<file path="src/rtl/ofm_pkg.sv">
// Shared types and defaults for the OFM writeback path.
package ofm_pkg;

   localparam int unsigned OFM_DATA_WIDTH = 8;
   localparam int unsigned OFM_PSUM_WIDTH = 2 * OFM_DATA_WIDTH;

   // Saturation bounds for the default output element width
   localparam int OFM_SAT_MAX = (1 << (OFM_DATA_WIDTH - 1)) - 1;
   localparam int OFM_SAT_MIN = -(1 << (OFM_DATA_WIDTH - 1));

   typedef enum logic [1:0] {
      IDLE  = 2'd0,
      WRITE = 2'd1,
      DRAIN = 2'd2,
      DONE  = 2'd3
   } ofm_state_e;

endpackage

</file>
<file path="src/rtl/ofm_quant_lane.sv">
// One lane of requantization: round-half-up right shift, then saturate.
// Optional build macro OFM_RELU_EN clamps negative results to zero.
module ofm_quant_lane
   import ofm_pkg::*;
#(
   parameter int unsigned PSUM_WIDTH = OFM_PSUM_WIDTH,
   parameter int unsigned DATA_WIDTH = OFM_DATA_WIDTH,
   parameter int          SAT_MAX    = OFM_SAT_MAX,
   parameter int          SAT_MIN    = OFM_SAT_MIN
) (
   input  logic signed [PSUM_WIDTH-1:0] psum,
   input  logic        [3:0]            shift,
   output logic        [DATA_WIDTH-1:0] q_c
);

   localparam int unsigned EW = PSUM_WIDTH + 1;
   localparam logic signed [EW-1:0] MAX_V = EW'(SAT_MAX);
   localparam logic signed [EW-1:0] MIN_V = EW'(SAT_MIN);

   logic signed [EW-1:0] ext;
   logic signed [EW-1:0] bias;
   logic signed [EW-1:0] rounded;
   logic signed [EW-1:0] shifted;

   // Extra headroom bit keeps the rounding add from overflowing
   always_comb begin
      ext     = {psum[PSUM_WIDTH-1], psum};
      bias    = (shift == 4'd0) ? '0 : (EW'(1) << (shift - 4'd1));
      rounded = ext + bias;
      shifted = rounded >>> shift;
      if (shifted > MAX_V) begin
         q_c = DATA_WIDTH'(SAT_MAX);
      end else if (shifted < MIN_V) begin
         q_c = DATA_WIDTH'(SAT_MIN);
      end else begin
         q_c = shifted[DATA_WIDTH-1:0];
      end
`ifdef OFM_RELU_EN
      if (q_c[DATA_WIDTH-1]) begin
         q_c = '0;
      end
`endif
   end

endmodule

</file>
<file path="src/rtl/ofm_writeback.sv">
// Drains requantized OFM rows from the PE array into the banked OFM memory
// and pulses a PE-array clear once the tile is written.
// Build option: OFM_RELU_EN (applied inside ofm_quant_lane).
module ofm_writeback
   import ofm_pkg::*;
#(
   parameter int unsigned SYSTOLIC_SIZE = 16,
   parameter int unsigned DATA_WIDTH    = OFM_DATA_WIDTH,
   parameter int unsigned PSUM_WIDTH    = OFM_PSUM_WIDTH,
   parameter int unsigned ADDR_WIDTH    = 19
) (
   input  logic                                clk,
   input  logic                                rst,
   input  logic                                start,
   input  logic [ADDR_WIDTH-1:0]               base_addr,
   input  logic [ADDR_WIDTH-1:0]               addr_stride,
   input  logic [$clog2(SYSTOLIC_SIZE):0]      num_rows,
   input  logic [3:0]                          shift,
   input  logic [SYSTOLIC_SIZE-1:0]            lane_en,
   input  logic                                in_valid,
   output logic                                in_ready,
   input  logic [SYSTOLIC_SIZE*PSUM_WIDTH-1:0] in_data,
   output logic [SYSTOLIC_SIZE-1:0]            wr_en,
   output logic [ADDR_WIDTH-1:0]               wr_addr,
   output logic [SYSTOLIC_SIZE*DATA_WIDTH-1:0] wr_data,
   output logic                                busy,
   output logic                                done,
   output logic                                pe_clear
);

   localparam int unsigned CW = $clog2(SYSTOLIC_SIZE) + 1;

   ofm_state_e state, state_next;

   logic [CW-1:0]             num_rows_q;
   logic [CW-1:0]             row_cnt;
   logic [ADDR_WIDTH-1:0]     addr_q;
   logic [ADDR_WIDTH-1:0]     stride_q;
   logic [3:0]                shift_q;
   logic [SYSTOLIC_SIZE-1:0]  lane_en_q;
   logic                      accept;
   logic [SYSTOLIC_SIZE*DATA_WIDTH-1:0] quant_c;

   // Per-lane requantizers
   for (genvar i = 0; i < SYSTOLIC_SIZE; i++) begin : g_lane
      ofm_quant_lane #(
         .PSUM_WIDTH (PSUM_WIDTH),
         .DATA_WIDTH (DATA_WIDTH),
         .SAT_MAX    ((1 << (DATA_WIDTH - 1)) - 1),
         .SAT_MIN    (-(1 << (DATA_WIDTH - 1)))
      ) u_lane (
         .psum  (in_data[i*PSUM_WIDTH +: PSUM_WIDTH]),
         .shift (shift_q),
         .q_c   (quant_c[i*DATA_WIDTH +: DATA_WIDTH])
      );
   end

   // State register
   always_ff @(posedge clk) begin
      if (rst) begin
         state <= IDLE;
      end else begin
         state <= state_next;
      end
   end

   // Next-state and beat-accept decode
   always_comb begin
      state_next = state;
      accept     = 1'b0;
      case (state)
         IDLE: begin
            if (start) begin
               state_next = (num_rows == '0) ? DONE : WRITE;
            end
         end
         WRITE: begin
            if (in_valid) begin
               accept = 1'b1;
               if (row_cnt == CW'(num_rows_q - CW'(1))) begin
                  state_next = DRAIN;
               end
            end
         end
         DRAIN:   state_next = DONE;
         DONE:    state_next = IDLE;
         default: state_next = IDLE;
      endcase
   end

   // Registered status outputs, aligned with the state they describe
   always_ff @(posedge clk) begin
      if (rst) begin
         in_ready <= 1'b0;
         busy     <= 1'b0;
         done     <= 1'b0;
         pe_clear <= 1'b0;
      end else begin
         in_ready <= (state_next == WRITE);
         busy     <= (state_next != IDLE);
         done     <= (state_next == DONE);
         pe_clear <= (state_next == DONE);
      end
   end

   // Tile configuration latch plus row and address counters
   always_ff @(posedge clk) begin
      if (rst) begin
         num_rows_q <= '0;
         row_cnt    <= '0;
         addr_q     <= '0;
         stride_q   <= '0;
         shift_q    <= '0;
         lane_en_q  <= '0;
      end else if (state == IDLE && start) begin
         num_rows_q <= num_rows;
         row_cnt    <= '0;
         addr_q     <= base_addr;
         stride_q   <= addr_stride;
         shift_q    <= shift;
         lane_en_q  <= lane_en;
      end else if (accept) begin
         row_cnt <= row_cnt + CW'(1);
         addr_q  <= addr_q + stride_q;
      end
   end

   // Write stage: one registered write per accepted beat
   always_ff @(posedge clk) begin
      if (rst) begin
         wr_en   <= '0;
         wr_addr <= '0;
         wr_data <= '0;
      end else begin
         wr_en <= accept ? lane_en_q : '0;
         if (accept) begin
            wr_addr <= addr_q;
            wr_data <= quant_c;
         end
      end
   end

endmodule

</file>
<file path="config.mk">
export PLATFORM = sky130hd
export DESIGN_NAME = ofm_writeback
export DESIGN_NICKNAME = d
export VERILOG_FILES = /design/src/rtl/ofm_pkg.sv /design/src/rtl/ofm_quant_lane.sv /design/src/rtl/ofm_writeback.sv
export SDC_FILE = /design/constraint.sdc
export NUM_CORES = 2
export LEC_CHECK = 0
export CAP_MARGIN = 30
export CORE_MARGIN = 2
export CORE_UTILIZATION = 40
export CTS_BUF_LIST = sky130_fd_sc_hd__clkbuf_16
export DETAILED_ROUTE_END_ITERATION = 8
export GPL_ROUTABILITY_DRIVEN = 0
export HOLD_SLACK_MARGIN = 0.12
export PLACE_DENSITY = 0.71
export SETUP_SLACK_MARGIN = 0.2
export SLEW_MARGIN = 20
export SYNTH_ARGS = -nofsm -noshare
export SYNTH_HDL_FRONTEND = slang
export SYNTH_SLANG_ARGS = --single-unit
</file>
<file path="constraint.sdc">
create_clock -name clk -period 8.25 [get_ports clk]
set_input_delay 0.825 -clock clk [delete_from_list [all_inputs] [get_ports clk]]
set_output_delay 0.825 -clock clk [all_outputs]
set_load 0.03 [all_outputs]
</file>
# [Yosys cells after proc, flatten, opt, wreduce, memory -nomap -nowiden]
# Cells that the tools add are included.
[word_totals] in_bits=323 word_cells=139 register_bits=236 out_inout_bits=167
[op_classes] shifts=17 n_eq_ne=6 order_cmp=32 n_bitwise=1 reduce_logical=8 add_sub_neg=20 muxes=42
[ops] operator="$add A16 B17 Y17" count=16
[ops] operator="$gt A17 B8 Y1 const B" count=16
[ops] operator="$lt A17 B8 Y1 const B" count=16
[ops] operator="$sshr A17 B4 Y17" count=16
[ops] operator="$mux W8" count=32
[ops] operator="$mux W19" count=2
[ops] operator="$add A19 B19 Y19" count=1
[ops] operator="$mux W17" count=1
[ops] operator="$shl A1 B4 Y17 const A" count=1
[ops] operator="$mux W2" count=4
[ops] operator="$pmux W2 S4" count=1
[ops] operator="$eq A2 B2 Y1 const B" count=3
[ops] operator="$add A5 B1 Y5 const B" count=1
[ops] operator="$eq A5 B5 Y1" count=1
[ops] operator="$logic_not A5 Y1" count=1
[ops] operator="$sub A5 B1 Y5 const B" count=1
[ops] operator="$eq A2 B1 Y1 const B" count=2
[ops] operator="$logic_not A4 Y1" count=1
[ops] operator="$reduce_bool A2 Y1" count=2
[ops] operator="$reduce_or A2 Y1" count=2
[ops] operator="$sub A4 B1 Y4 const B" count=1
[ops] operator="$logic_not A2 Y1" count=1
[ops] operator="$mux W1" count=2
[ops] operator="$logic_and A1 B1 Y1" count=1
[ops] operator="$not A1 Y1" count=1

# [Logic depth before layout (Yosys ltp)]
[logic_depth] depth_word=8 ltp_mapped=27 depth_no_buf=17

# [By module]
# From an unflattened synthesis, not the netlist that was laid out.
[hier_totals] cells_unflattened=5396 area_unflattened_um2=39706.8
[modules_own_cells] module="ofm_quant_lane at g_lane[10].u_lane ..." n_inst=12 seq_area_each_um2=0.0 cells_per_inst=257 area_per_inst_um2=1869.3
[modules_own_cells] module="ofm_writeback" n_inst=1 seq_area_each_um2=4724.5 cells_per_inst=1170 area_per_inst_um2=9290.2
[modules_own_cells] module="ofm_quant_lane at g_lane[0].u_lane ..." n_inst=3 seq_area_each_um2=0.0 cells_per_inst=276 area_per_inst_um2=1940.6
[modules_own_cells] module="ofm_quant_lane at g_lane[9].u_lane" n_inst=1 seq_area_each_um2=0.0 cells_per_inst=314 area_per_inst_um2=2163.3

# [Worst setup path before layout]
# OpenSTA, ideal clock, no wires.
[synth_path] path_kind="reg-to-reg" startpoint="register shift_q[2]" endpoint="register wr_data[46]" arrival_ns=7.028 path_slack_ns=1.073 setup_ns=0.149 stages_incl_launch_ff=27 n_path_buf=10 synth_period_minus_slack_ns=7.177 t_required_ns=8.101 path_cell_list="dfxtp_1 -> buf_4 -> buf_2 -> clkbuf_1 -> buf_1 -> buf_1 -> clkbuf_1 -> clkbuf_1 -> buf_1 -> clkbuf_1 -> nand2_1 -> nor2_1 -> ha_1 -> clkbuf_1 -> o21a_1 -> o221ai_1 -> nor2b_1 -> a2bb2oi_1 -> nand2b_1 -> a41oi_1 -> xor2_1 -> mux2i_1 -> mux4_2 -> nor2_1 -> a31oi_1 -> o22ai_1 -> a311oi_1"
[synth_between] elab_chain_cells=8 word_cells_on_any_way=10 cone_classes="add/sub: 2; order compare: 2; shift: 2; mux: 3; reduce/logical: 1"
[synth_lines] element="from (decl)" line="ofm_writeback.sv:39" source="logic [3:0] shift_q;"
[synth_lines] element="from (signal assigned)" line="ofm_writeback.sv:120" source="shift_q <= shift;"
[synth_lines] element="$sub A4 B1 Y4" line="ofm_quant_lane.sv:28" source="bias = (shift == 4'd0) ? '0 : (EW'(1) << (shift - 4'd1));"
[synth_lines] element="$shl A1 B4 Y17" line="ofm_quant_lane.sv:28"
[synth_lines] element="$mux W17" line="ofm_quant_lane.sv:28"
[synth_lines] element="$add A16 B17 Y17" line="ofm_quant_lane.sv:29" source="rounded = ext + bias;"
[synth_lines] element="$sshr A17 B4 Y17 (*)" line="ofm_quant_lane.sv:30" source="shifted = rounded >>> shift;"
[synth_lines] element="$lt A17 B8 Y1" line="ofm_quant_lane.sv:33" source="end else if (shifted < MIN_V) begin"
[synth_lines] element="$mux W8" line="ofm_quant_lane.sv:33"
[synth_lines] element="$mux W8 (*)" line="ofm_quant_lane.sv:31" source="if (shifted > MAX_V) begin"
[synth_lines] element="to (signal assigned)" line="ofm_writeback.sv:138" source="wr_data <= quant_c;"
[synth_lines] element="to (decl)" line="ofm_writeback.sv:25" source="output logic [SYSTOLIC_SIZE*DATA_WIDTH-1:0] wr_data,"
# Every way passes the cells marked *; elsewhere a longest branch is shown, timed or not.
# A chain may end at the register's enable or synchronous reset.

# [Final worst setup path]
[layout_path] startpoint="register shift_q[0]" endpoint="register wr_data[40]"
# Same word-level chain as after synthesis.

==> flow_summary_export.csv <==
group,metric,value,unit
status,status,"finished, final reports clean",
die,rows,112,
yosys,syn-cell-area,37300,µm²
worst_hold_path,min-delay-start,"lane_en_q[15]",
setup_path,cp_max_fo,33,
setup_path,ff2ff_setup_slack,1.55,ns
clock_network,root_buffer,"clkbuf_16",
sta,finalSetupViolations,0,
yosys,yosys_warnings,0,
sta,setup_tns,0,ns
yosys,synth_top_area_share,12.7,%
sta,rsz0062_at_grt,"false",
setup_path,critical_path.top_delay_family,"compound AO/OA/AOI/OAI gates",
sta,period_minus_slack,6.70,ns
power,leakagePower,16.9,nW
detailed_routing,drt-initial-drc-count,6747,
clock_network,htree_levels,1,
final_layout,final_common_cell,"nand2_1",
final_layout,nets,6043,
die,core_area,92900,µm²
yosys,synth-seq-cells,236,
detailed_routing,firstDrtPassIters,7,
detailed_routing,ant_nets,0,
grt,grt_pass1_wl,253000,µm
place,numPortBuffers,489,
yosys,yosysSeqAreaShare,12.7,%
clock_network,cts_buffers,25,
grt,grt_use_total,34.3,%
grt,overflow,0,
yosys,yosys-top-cells-area,"dfxtp_1, ha_1, a21oi_1, nand2_1, nor2_1",
sta,fin_crit_sh,81.2,%
sta,relSlewSlack,30.5,%
final_layout,drive_gt1_share,7.11,%
die,start_util,40.1,%
power,p_total,0.00530,W
setup_path,critPathLaunchType,"flip-flop",
setup_path,critPathKind,"flip-flop to flip-flop",
sta,fmax,149,MHz
detailed_routing,via_per_inst,6.65,
sta,hold_viol,0,
die,dieArea,95700,µm²
setup_path,crit_top_cell,"ha_1",
detailed_routing,routedWlPerCell,25.6,µm
final_layout,area_delta_synth_final,17.6,%
detailed_routing,num_vias,45234,
sta,drv_slew,0,
power,power.density,121,nW/µm²
yosys,syn-instance-count,5299,
clock_network,cts_num_sinks,236,
clock_network,cts.clk_slew.worst_paths,0.07,ns
die,io_pins,490,
detailed_routing,drcViolationCount,0,
clock_network,ctsResizeCount,0,
setup_path,crit_slowest_cell,"nor2_2",
yosys,synthFlopType,"dfxtp_1",
setup_path,slowest_delay,0.92,ns
die,die_w,309,µm
clock_network,cts_hold_buf,0,
yosys,async_flop_share,0,%
worst_hold_path,worstHoldPathCells,1,
job,drv_cap,0,
place,hpwl,133000,µm
detailed_routing,drt_wl_total,174000,µm
setup_path,timing.rr.start,"shift_q[0]",
grt,grt_start_max_net_pins,128,
setup_path,r2r_end,"wr_data[40]",
final_layout,final_cell_mix,"nand2_1, nor2_1, clkdlybuf4s50_1, a21oi_1, o21ai_0",
die,fp.dieH,309,µm
setup_path,worst-path-buf-inv,0,
setup_path,reg2regPathDepth,16,
sta,finalClockSkew,0.0119,ns
sta,worst_pin_slew,1.04,ns
clock_network,tritoncts,"built",
yosys,syn_avg_cell_area,7.04,µm²
yosys,yosysTopAreaCell,"dfxtp_1",
clock_network,ctsLongestPathBuffers,3,
grt,first_global_vias,39803,
grt,antenna_found_initial,16,
place,dp.cells,6746,
setup_path,cp_data_required_time,8.66,ns
clock_network,insertion_delay,0.57,ns
setup_path,cp.depth,16,
setup_path,cp.arrival,7.11,ns
setup_path,end_kind,"flip-flop",
yosys,ys_types,115,
power,vdd_drop_max,109,µV
yosys,synth-edff-count,0,
worst_hold_path,min_to,"wr_en[15]",
setup_path,path_cells,"nand2_1, nor2_2, ha_1, ha_1, a21oi_1, o22a_1, o21a_1, o21ai_1, a41oi_1, xor2_1, mux2i_1, mux4_2, nor2_1, a31oi_1, o22ai_1, a211oi_1",
final_layout,fin_cells,6804,
clock_network,postCtsSetupBuffers,0,
worst_hold_path,hold_path.class,"flip-flop to flip-flop",
synthesized netlist by cell type (35+ instances only):
master    count
a211o_1      35
a211oi_1    214
a21o_1       89
a21oi_1     446
a22oi_1      50
a31oi_1      63
and2_1       74
and3_1       42
buf_1        67
clkbuf_1    280
dfxtp_1     236
ha_1        196
inv_1        94
mux2_2       55
mux2i_1     180
mux4_2       45
nand2_1     589
nand2b_1     39
nand3_1     111
nor2_1      558
nor2b_1      37
nor3_1      128
nor4_1       38
o211ai_1     96
o21a_1       41
o21ai_0     328
o221ai_1     36
o22ai_1      66
o31ai_1      38
or2_2        37
or3_1        38
xnor2_1     205
xor2_1      113
power breakdown:
group,switching [W],leakage [nW],total (W),internal [W]
logic,0.00181,14.6,0.00286,0.00105
registers,0.0000724,1.93,0.00129,0.00122
clock network,0.000530,0.410,0.00115,0.000625
metrics by stage:
stage	utilization (%)	hold WS [ns]	instance area [µm²]	setup slack [ns]
floorplan	-	0.430	37400	1.07
global placement	46.3	0.435	43000	2.07
detailed placement	46.3	0.441	43000	1.90
CTS	47.2	0.451	43800	1.88
global route	47.2	0.463	43900	1.38
finish	47.2	0.447	43900	1.55
logic make-up (layout without fill, tap and decap cells):
logic type,after synthesis,in the layout,share of synthesized area [%]
AOI/OAI and AO/OA,1908,1908,34.9
and+or+nand+nor,1851,1851,23.4
buffers and inverters,500,727,5.42
xor gates and xnor gates,319,319,7.51
muxes,280,280,9.21
DFF,236,236,12.7
adders and majority gates,204,204,6.82
other,1,25,0.0101
per-layer routing:
metal / up-vias / wire length (µm) / share of wire [%] / track usage [%]
met3: 652 / 27700 / 16 / 13.0
met2: 3442 / 65800 / 38 / 47.1
met5: - / 123 / 0.071 / 0
met1: 20693 / 69300 / 40 / 45.9
met4: 18 / 11300 / 6.5 / 18.2
li1: 20429 / - / - / -
state kept, by name, summed over array words and instances (netlist names):
| register | cells |
|---|---|
| wr_data | 128 |
| addr_q | 19 |
| busy | 1 |
| row_cnt | 5 |
| shift_q | 4 |
| in_ready | 1 |
| stride_q | 19 |
| wr_addr | 19 |
| state | 2 |
| wr_en | 16 |
| lane_en_q | 16 |
| num_rows_q | 5 |
| pe_clear | 1 |
layout make-up:
cell class,count,area (µm²)
Tap cell,1254,1570
Fill cell,9275,49000
Multi-Input combinational cell,4578,30700
Sequential cell,236,4740
Antenna cell,9,22.5
Clock buffer,25,626
Inverter,97,378
Timing Repair Buffer,585,5660
Clock inverter,20,181
how the worst max path moves through the flow:
stage | end | slack, ns | startpoint
6_report | wr_data[40] | 1.55 | shift_q[0]
5_1_grt | wr_data[41] | 1.38 | shift_q[0]
4_1_cts | wr_data[26] | 1.88 | shift_q[0]
3_5_place_dp | wr_data[40] | 1.90 | shift_q[0]
3_3_place_gp | wr_data[60] | 2.07 | shift_q[0]
2_1_floorplan | wr_data[46] | 1.07 | shift_q[2]
(Power assumes the default switching activity.)
